## src/rtl/half_word_packer.sv

```systemverilog
// half_word_packer: repacks a stream of full/half beats into full output
// words, carrying a pending half across word boundaries. A flush emits a
// lone pending half as a partial word; a wrapping counter tracks transfers.
module half_word_packer #(
  parameter int DATA_W    = 8,
  parameter bit MSB_FIRST = 1'b1,
  parameter int COUNT_W   = 16
) (
  input  logic               clk,
  input  logic               reset_n,
  input  logic               in_valid,
  input  logic               in_full,
  input  logic [DATA_W-1:0]  in_data,
  output logic               in_ready,
  input  logic               flush,
  output logic               out_valid,
  input  logic               out_ready,
  output logic [DATA_W-1:0]  out_data,
  output logic               out_partial,
  output logic               idle,
  output logic [COUNT_W-1:0] word_count
);

  localparam int H = DATA_W / 2;

  typedef enum logic {
    EMPTY = 1'b0,
    HALF  = 1'b1
  } state_t;

  state_t            state;
  logic [H-1:0]      hold;

  logic              load_free;
  logic              accept;
  logic              transfer;
  logic              flush_load;
  logic [H-1:0]      in_lo;
  logic [H-1:0]      in_hi;
  logic [DATA_W-1:0] pair_half;
  logic [DATA_W-1:0] pair_full;
  logic [DATA_W-1:0] flush_word;
  logic [H-1:0]      hold_after_full;

  // The output register may be reloaded when empty or being drained this cycle.
  assign load_free  = !out_valid || out_ready;
  assign in_ready   = load_free && !flush;
  assign accept     = in_valid && in_ready;
  assign transfer   = out_valid && out_ready;
  assign flush_load = flush && (state == HALF) && load_free;
  assign idle       = (state == EMPTY) && !out_valid;

  assign in_lo = in_data[H-1:0];
  assign in_hi = in_data[DATA_W-1:H];

  // Word formation depends on which half of a word arrives first. For a full
  // beat in HALF, the half that arrives first completes the current word and
  // the other one becomes the new pending half.
  generate
    if (MSB_FIRST) begin : g_msb_first
      assign pair_half       = {hold, in_lo};
      assign pair_full       = {hold, in_hi};
      assign hold_after_full = in_lo;
      assign flush_word      = {hold, {H{1'b0}}};
    end else begin : g_lsb_first
      assign pair_half       = {in_lo, hold};
      assign pair_full       = {in_lo, hold};
      assign hold_after_full = in_hi;
      assign flush_word      = {{H{1'b0}}, hold};
    end
  endgenerate

  // Packing FSM with registered outputs and the transfer counter.
  always_ff @(posedge clk or negedge reset_n) begin
    if (!reset_n) begin
      state       <= EMPTY;
      hold        <= '0;
      out_data    <= '0;
      out_valid   <= 1'b0;
      out_partial <= 1'b0;
      word_count  <= '0;
    end else begin
      if (transfer) begin
        word_count <= word_count + COUNT_W'(1);
        // Cleared here; any load below in the same cycle overrides it.
        out_valid  <= 1'b0;
      end

      if (accept) begin
        case (state)
          EMPTY: begin
            if (in_full) begin
              out_data    <= in_data;
              out_valid   <= 1'b1;
              out_partial <= 1'b0;
            end else begin
              hold  <= in_lo;
              state <= HALF;
            end
          end
          HALF: begin
            out_valid   <= 1'b1;
            out_partial <= 1'b0;
            if (in_full) begin
              out_data <= pair_full;
              hold     <= hold_after_full;
            end else begin
              out_data <= pair_half;
              state    <= EMPTY;
            end
          end
          default: state <= EMPTY;
        endcase
      end else if (flush_load) begin
        out_data    <= flush_word;
        out_valid   <= 1'b1;
        out_partial <= 1'b1;
        state       <= EMPTY;
      end
    end
  end

endmodule

```

## config.mk

```make
export PLATFORM = sky130hd
export DESIGN_NAME = half_word_packer
export DESIGN_NICKNAME = d
export VERILOG_FILES = /design/src/rtl/half_word_packer.sv
export SDC_FILE = /design/constraint.sdc
export NUM_CORES = 1
export LEC_CHECK = 0
export BUFFER_PORTS_ARGS = -buffer_cell sky130_fd_sc_hd__buf_4
export CAP_MARGIN = 10
export CORE_MARGIN = 2
export CORE_UTILIZATION = 51
export CTS_CLUSTER_SIZE = 14
export DETAILED_ROUTE_END_ITERATION = 16
export PLACE_DENSITY_LB_ADDON = 0.08
export SKIP_LAST_GASP = 1
export SYNTH_ARGS = -nofsm -noshare
export SYNTH_HDL_FRONTEND = slang
export SYNTH_SLANG_ARGS = --single-unit
export TNS_END_PERCENT = 20
```

## constraint.sdc

```tcl
create_clock -name clk -period 2 [get_ports clk]
set_input_delay 0.2 -clock clk [delete_from_list [all_inputs] [get_ports clk]]
set_output_delay 0.2 -clock clk [all_outputs]
set_load 0.02 [all_outputs]
```

## Word level (Yosys, flattened, before mapping)

Cells that the tools add are included.

| storage, ports and cells | value |
|---|---|
| register bits after elaboration | 31 |
| output and inout port bits | 28 |
| latch bits | 0 |
| bits in writable memories | 0 |
| memories | 0 |
| memory bits (read-only) | 0 |

| cells by class | value |
|---|---|
| reduce and logical (&&, ||, !) cells | 12 |
| multipliers | 0 |
| div/mod/pow operators | 0 |
| add/sub/neg operators | 1 |
| multiplexer cells | 22 |
| bitwise gates (word level) | 1 |
| shift operators | 0 |
| equal/unequal tests | 3 |
| $lt $le $gt $ge | 0 |

Operators by type and width:

| cell | number |
|---|---|
| 8-bit two-way mux | 3 |
| 16-bit by 1-bit adder with 16-bit output, second input constant | 1 |
| 8-bit one-hot mux with 2 select lines | 1 |
| 4-bit two-way mux | 3 |
| 1-bit two-way mux | 11 |
| 4-bit one-hot mux with 2 select lines | 1 |
| 1-bit logical AND | 6 |
| 1-bit one-hot mux with 2 select lines | 3 |
| 2-bit != test, second input constant | 2 |
| 3-bit != test, second input constant | 1 |
| 3-bit AND reduction | 1 |
| 1-bit zero test | 2 |
| 2-bit AND reduction | 1 |
| 2-bit nonzero test | 1 |
| 1-bit logical OR | 1 |
| 1-bit inverter | 1 |

## Longest topological paths before layout

| depth | value |
|---|---|
| depth after elaboration | 6 |
| depth in mapped cells | 5 |

## Least setup slack after synthesis

Ideal clock, no wire load.

| path | value |
|---|---|
| path kind | register -> register |
| start point | reg word_count[0] |
| end point | reg word_count[10] |
| data arrival time | 1.368 ns |
| library setup time | 0.080 ns |
| path buffers | 0 |
| stages on the path, launching flop included | 6 |
| setup slack | 0.552 ns |
| required time | 1.920 ns |
| cells stage by stage | dfrtp_1 ha_1 nand3_1 nor3_2 and3_1 xor2_1 |

| on the way | value |
|---|---|
| word-level cells in the longest chain between the ends | 1 |

Ends and longest elaborated chain:

| what | line | source |
|---|---|---|
| start: declaration | 21 | `output logic [COUNT_W-1:0] word_count` |
| start signal: assignment | 84 | `word_count <= word_count + COUNT_W'(1);` |
| 16-bit by 1-bit adder with 16-bit output | 84 |  |

Every way passes these cells.
A chain may end at the register's enable or synchronous reset.

## Final worst setup path

| path | value |
|---|---|
| start point | reg out_valid |
| end point | out in_ready |

| on the way | value |
|---|---|
| word-level cells in the longest chain between the ends | 3 |

Ends and longest elaborated chain:

| what | line | source |
|---|---|---|
| start: declaration | 16 | `output logic out_valid,` |
| start signal: assignment | 79 | `out_valid <= 1'b0;` |
| start signal: assignment | 86 | `out_valid <= 1'b0;` |
| start signal: assignment | 94 | `out_valid <= 1'b1;` |
| 1-bit zero test | 46 | `assign load_free = !out_valid \|\| out_ready;` |
| 1-bit logical OR | 46 |  |
| 1-bit logical AND | 47 | `assign in_ready = load_free && !flush;` |
| end: declaration | 14 | `output logic in_ready,` |

Every way passes these cells.

==> run summary <==
The main combinational cell family by area after synthesis was simple AND/OR/NAND/NOR gates. TritonCTS built the clock tree. Count of cells along the worst register-to-register path: 4. The library cell used most frequently in the layout, excluding fill and tap cells, is sky130_fd_sc_hd__buf_4. The tool flagged a number of max-cap violations equal to 0. The count of hold-fix buffers inserted at cts was 1. The share of total power in combinational logic came out at 30.9%.

For the initial core utilization, the log shows 53.5%. Library cell used as clock root buffer: sky130_fd_sc_hd__clkbuf_4. The worst-path maximum fanout is 9, and the die boundary width is 57.5 um. The congestion estimate from routability-driven global placement came to 0.786.

The critical path is of the reg2out type. The logs give 2700 um for the final routed wirelength across all metal layers and 0 for the number of antenna repair diodes. The initial antenna violation count was 0; the multi-input logic area was 666 sq um. The hold violation total from the final report was 0; the data arrival at the endpoint of the critical path was 1.39 ns. The tools report the launch instance of the worst min-delay path as in_data[3]. The count of buffers added on input and output ports is 41. For this run, the slowest stage of the critical path takes 0.44 ns.

Of the total power, the clock network draws 24.0%. After detailed routing, the average wire length per cell comes to 13.6 um. The clock edge transition at the registers on the reported setup and hold paths was 0.09 ns.

The clock period could shrink to 1.59 ns. The tools report the overflow left after global routing as 0. For the leakage power summed over all cells, the log shows 0.951 nW. The worst setup path is captured at a primary output. On the critical path, the stage with the largest delay is an instance of sky130_fd_sc_hd__dfrtp_1.

The setup TNS after final layout is 0 ns. The worst vdd rail ir drop came out at 925 uV. The tools report the wire length of the first global-routing pass as 4460 um. The area added between synthesis and finish is 27.9%, and the count of yosys warnings during synthesis is 0. Summed over all nets, the switching power comes to 0.650 mW.

Across the whole layout, storage elements account for 776 sq um. The cell type group with the largest total delay on the critical path was simple AND/OR/NAND/NOR gates. Post-synthesis simple-gate area fraction: 17.6%. The synthesized netlist devotes 0.856% of its cell area to adder and majority cells. The worst relative slew slack is 74.5%.

The worst register-to-register path begins at out_valid. The flow ran to the end, and the final reports show no timing, DRC or antenna violations. The count of buffer and inverter cells on the critical path was 1; the count of nets left with antenna violations after detail routing was 0.

Of the total power, the share spent switching nets is 33.6%. Setup violations remaining at the end of the flow were counted as 0. The worst clock skew on the final layout is 0.00725 ns. Global routing used 18.4% of the available tracks across all layers. Measured against the total synthesized area, the mux share comes to 9.33%. Buffers added to address setup during post-CTS repair amount to 0.

The sequential power share came out at 45.1%. For the post-CTS resize count, the log shows 0. Clock tree synthesis inserted a total of 5 buffers.

Power spread over the standard cell area amounts to 1040 nW/um^2. Counting flops and latches in the post-synthesis netlist gives 31. The area of the die is 3310 sq um, and the area share of xor/xnor cells in the synthesized design is 8.99%. The post-synthesis instance area was 1460 sq um; the portion of the post-synthesis area used by sequential elements was 53.1%. The clock passes through at most 2 buffers. The worst setup path is launched from a register. Overall power consumption after layout is estimated at 1.94 mW. Traced cell by cell, the critical path runs through nand2b_1 -> nor2b_1 -> buf_4. Once detailed placement completed, the half-perimeter wirelength came to 1970 um. Number of nets in the finished design: 182. The highest achievable clock rate came out at 0.628 GHz. The average instance area after synthesis came out at 12.1 sq um. The remaining design rule violation count is 0, and the count of filler cells inserted in the layout is 208. Total via count after detailed routing: 1030.

The endpoint identified for the worst register-to-register timing path is hold[2]. In this run the standard cell core region covers 2730 sq um. The level count of the clock H-tree was 2. Slack of the worst reg-to-reg path: 0.42 ns. The type of the worst min-delay path was in2reg. The vertical die dimension is 57.5 um. The final cycle utilization of the critical path is 79.7%. The logs give 955 for the number of global-route vias before repair and 136 for the net count of the mapped netlist. The run gives 1.29 mW as the internal power contribution. Entering global routing, the biggest net connects 32 pins. The actual slew at the worst max-slew pin came out at 0.383 ns. For the gate count of the mapped netlist, the log shows 121. Clock latency on the worst-skew pair, taken at its later pin, is 0.34 ns. 42 I/O pins were placed.

The post-synthesis cell type count is 37, and the first-pass iteration count of the detailed router is 4. The worst hold path terminates at hold[3]. Setup repair after global routing left no endpoint under its margin. The final max-slew violation count is 0. The library cells used most frequently in the layout, excluding fill and tap cells, are sky130_fd_sc_hd__buf_4, sky130_fd_sc_hd__dfrtp_1, sky130_fd_sc_hd__nand2_1. The number of rows in the core area is 19, and the number of sinks handled by clock tree synthesis is 31. The number of DRC markers after the initial detailed-route iteration is 31, and the worst path required time is 1.80 ns. In the final layout, the share of cells above drive strength 1 is 38.3%.

The number of vias per cell is 5.20. The cell count of the worst hold path is 2, and the area fraction in compound gates after synthesis is 8.73%.
## layout make-up
| cell class | instances | area share (%) |
|---|---|---|
| Sequential cell | 31 | 41.5 |
| Multi-Input combinational cell | 87 | 35.6 |
| Timing Repair Buffer | 42 | 17.0 |
| Clock buffer | 6 | 2.21 |
| Tap cell | 31 | 2.07 |
| Clock inverter | 1 | 1.61 |
## synthesized netlist by cell type (all sizes together)
cell,n,area share [%]
nor2,7,1.8
and3,3,1.4
a21o,2,1.0
nor2b,3,2.0
or2,1,0.43
o221ai,1,1.0
nand3b,1,0.77
o21ai,1,0.34
mux2,5,3.9
dfrtp,31,53
ha,1,0.86
nand2b,1,0.43
nand4,3,1.7
a22o,1,0.60
nor3,2,1.0
o221a,1,0.77
and4,1,0.60
o31ai,4,2.1
mux2i,8,5.5
nor4,1,1.5
xnor2,11,6.6
buf,3,1.4
nand3,4,1.4
o22ai,1,0.43
a21oi,5,2.5
xor2,4,2.4
nand2,15,4.7
## registers in the layout, summed over array words and instances, names as in the netlist
name         flops
hold             4
out_data         8
out_partial      1
out_valid        1
state            1
word_count      16
## cell families after synthesis
kind of cell	count (synthesis)
adder cells (fa/ha/maj)	1
multiplexers	13
flip-flops	31
AND/OR/NAND/NOR	42
AO/OA/AOI/OAI	16
buffers and inverters	3
XOR/XNOR	15
## metrics by stage
step,hold slack (ns),instances,setup WS (ns),utilization [%],instance area [sq um]
after floorplan,-0.0956,121,0.552,-,1460
after CTS,0.0721,198,0.396,68.4,1870
after global routing,0.0677,198,0.293,68.4,1870
after detailed placement,0.153,190,0.439,65.4,1790
final,0.0848,198,0.407,68.4,1870
after global placement,0.152,190,0.479,65.4,1790
## power groups by stage
stage | registers [mW] | clock network [mW] | logic (mW)
6_report | 0.873 | 0.465 | 0.598
3_5_place_dp | 0.884 | 0 | 0.604
5_1_grt | 0.894 | 0.510 | 0.657
4_1_cts | 0.875 | 0.483 | 0.608
2_1_floorplan | 0.985 | 0 | 0.248
3_3_place_gp | 0.875 | 0 | 0.592
## worst max-delay path by stage
stage                             start        endpoint  cells past startpoint
after floorplan           word_count[0]  word_count[10]                      5
after global placement        out_valid         hold[0]                      4
after detailed placement      out_valid         hold[2]                      4
after CTS                     out_valid        in_ready                      3
after global routing          out_valid        in_ready                      3
final                         out_valid        in_ready                      3
## routing by layer
layer	wire length [um]	GRT usage, %	vias to the layer above
met4	53	7.97	0
met2	1340	29.4	27
met5	0	0	-
met3	153	7.48	7
li1	-	-	517
met1	1150	21.9	479
No activity file was read; power rests on OpenSTA's default activity.
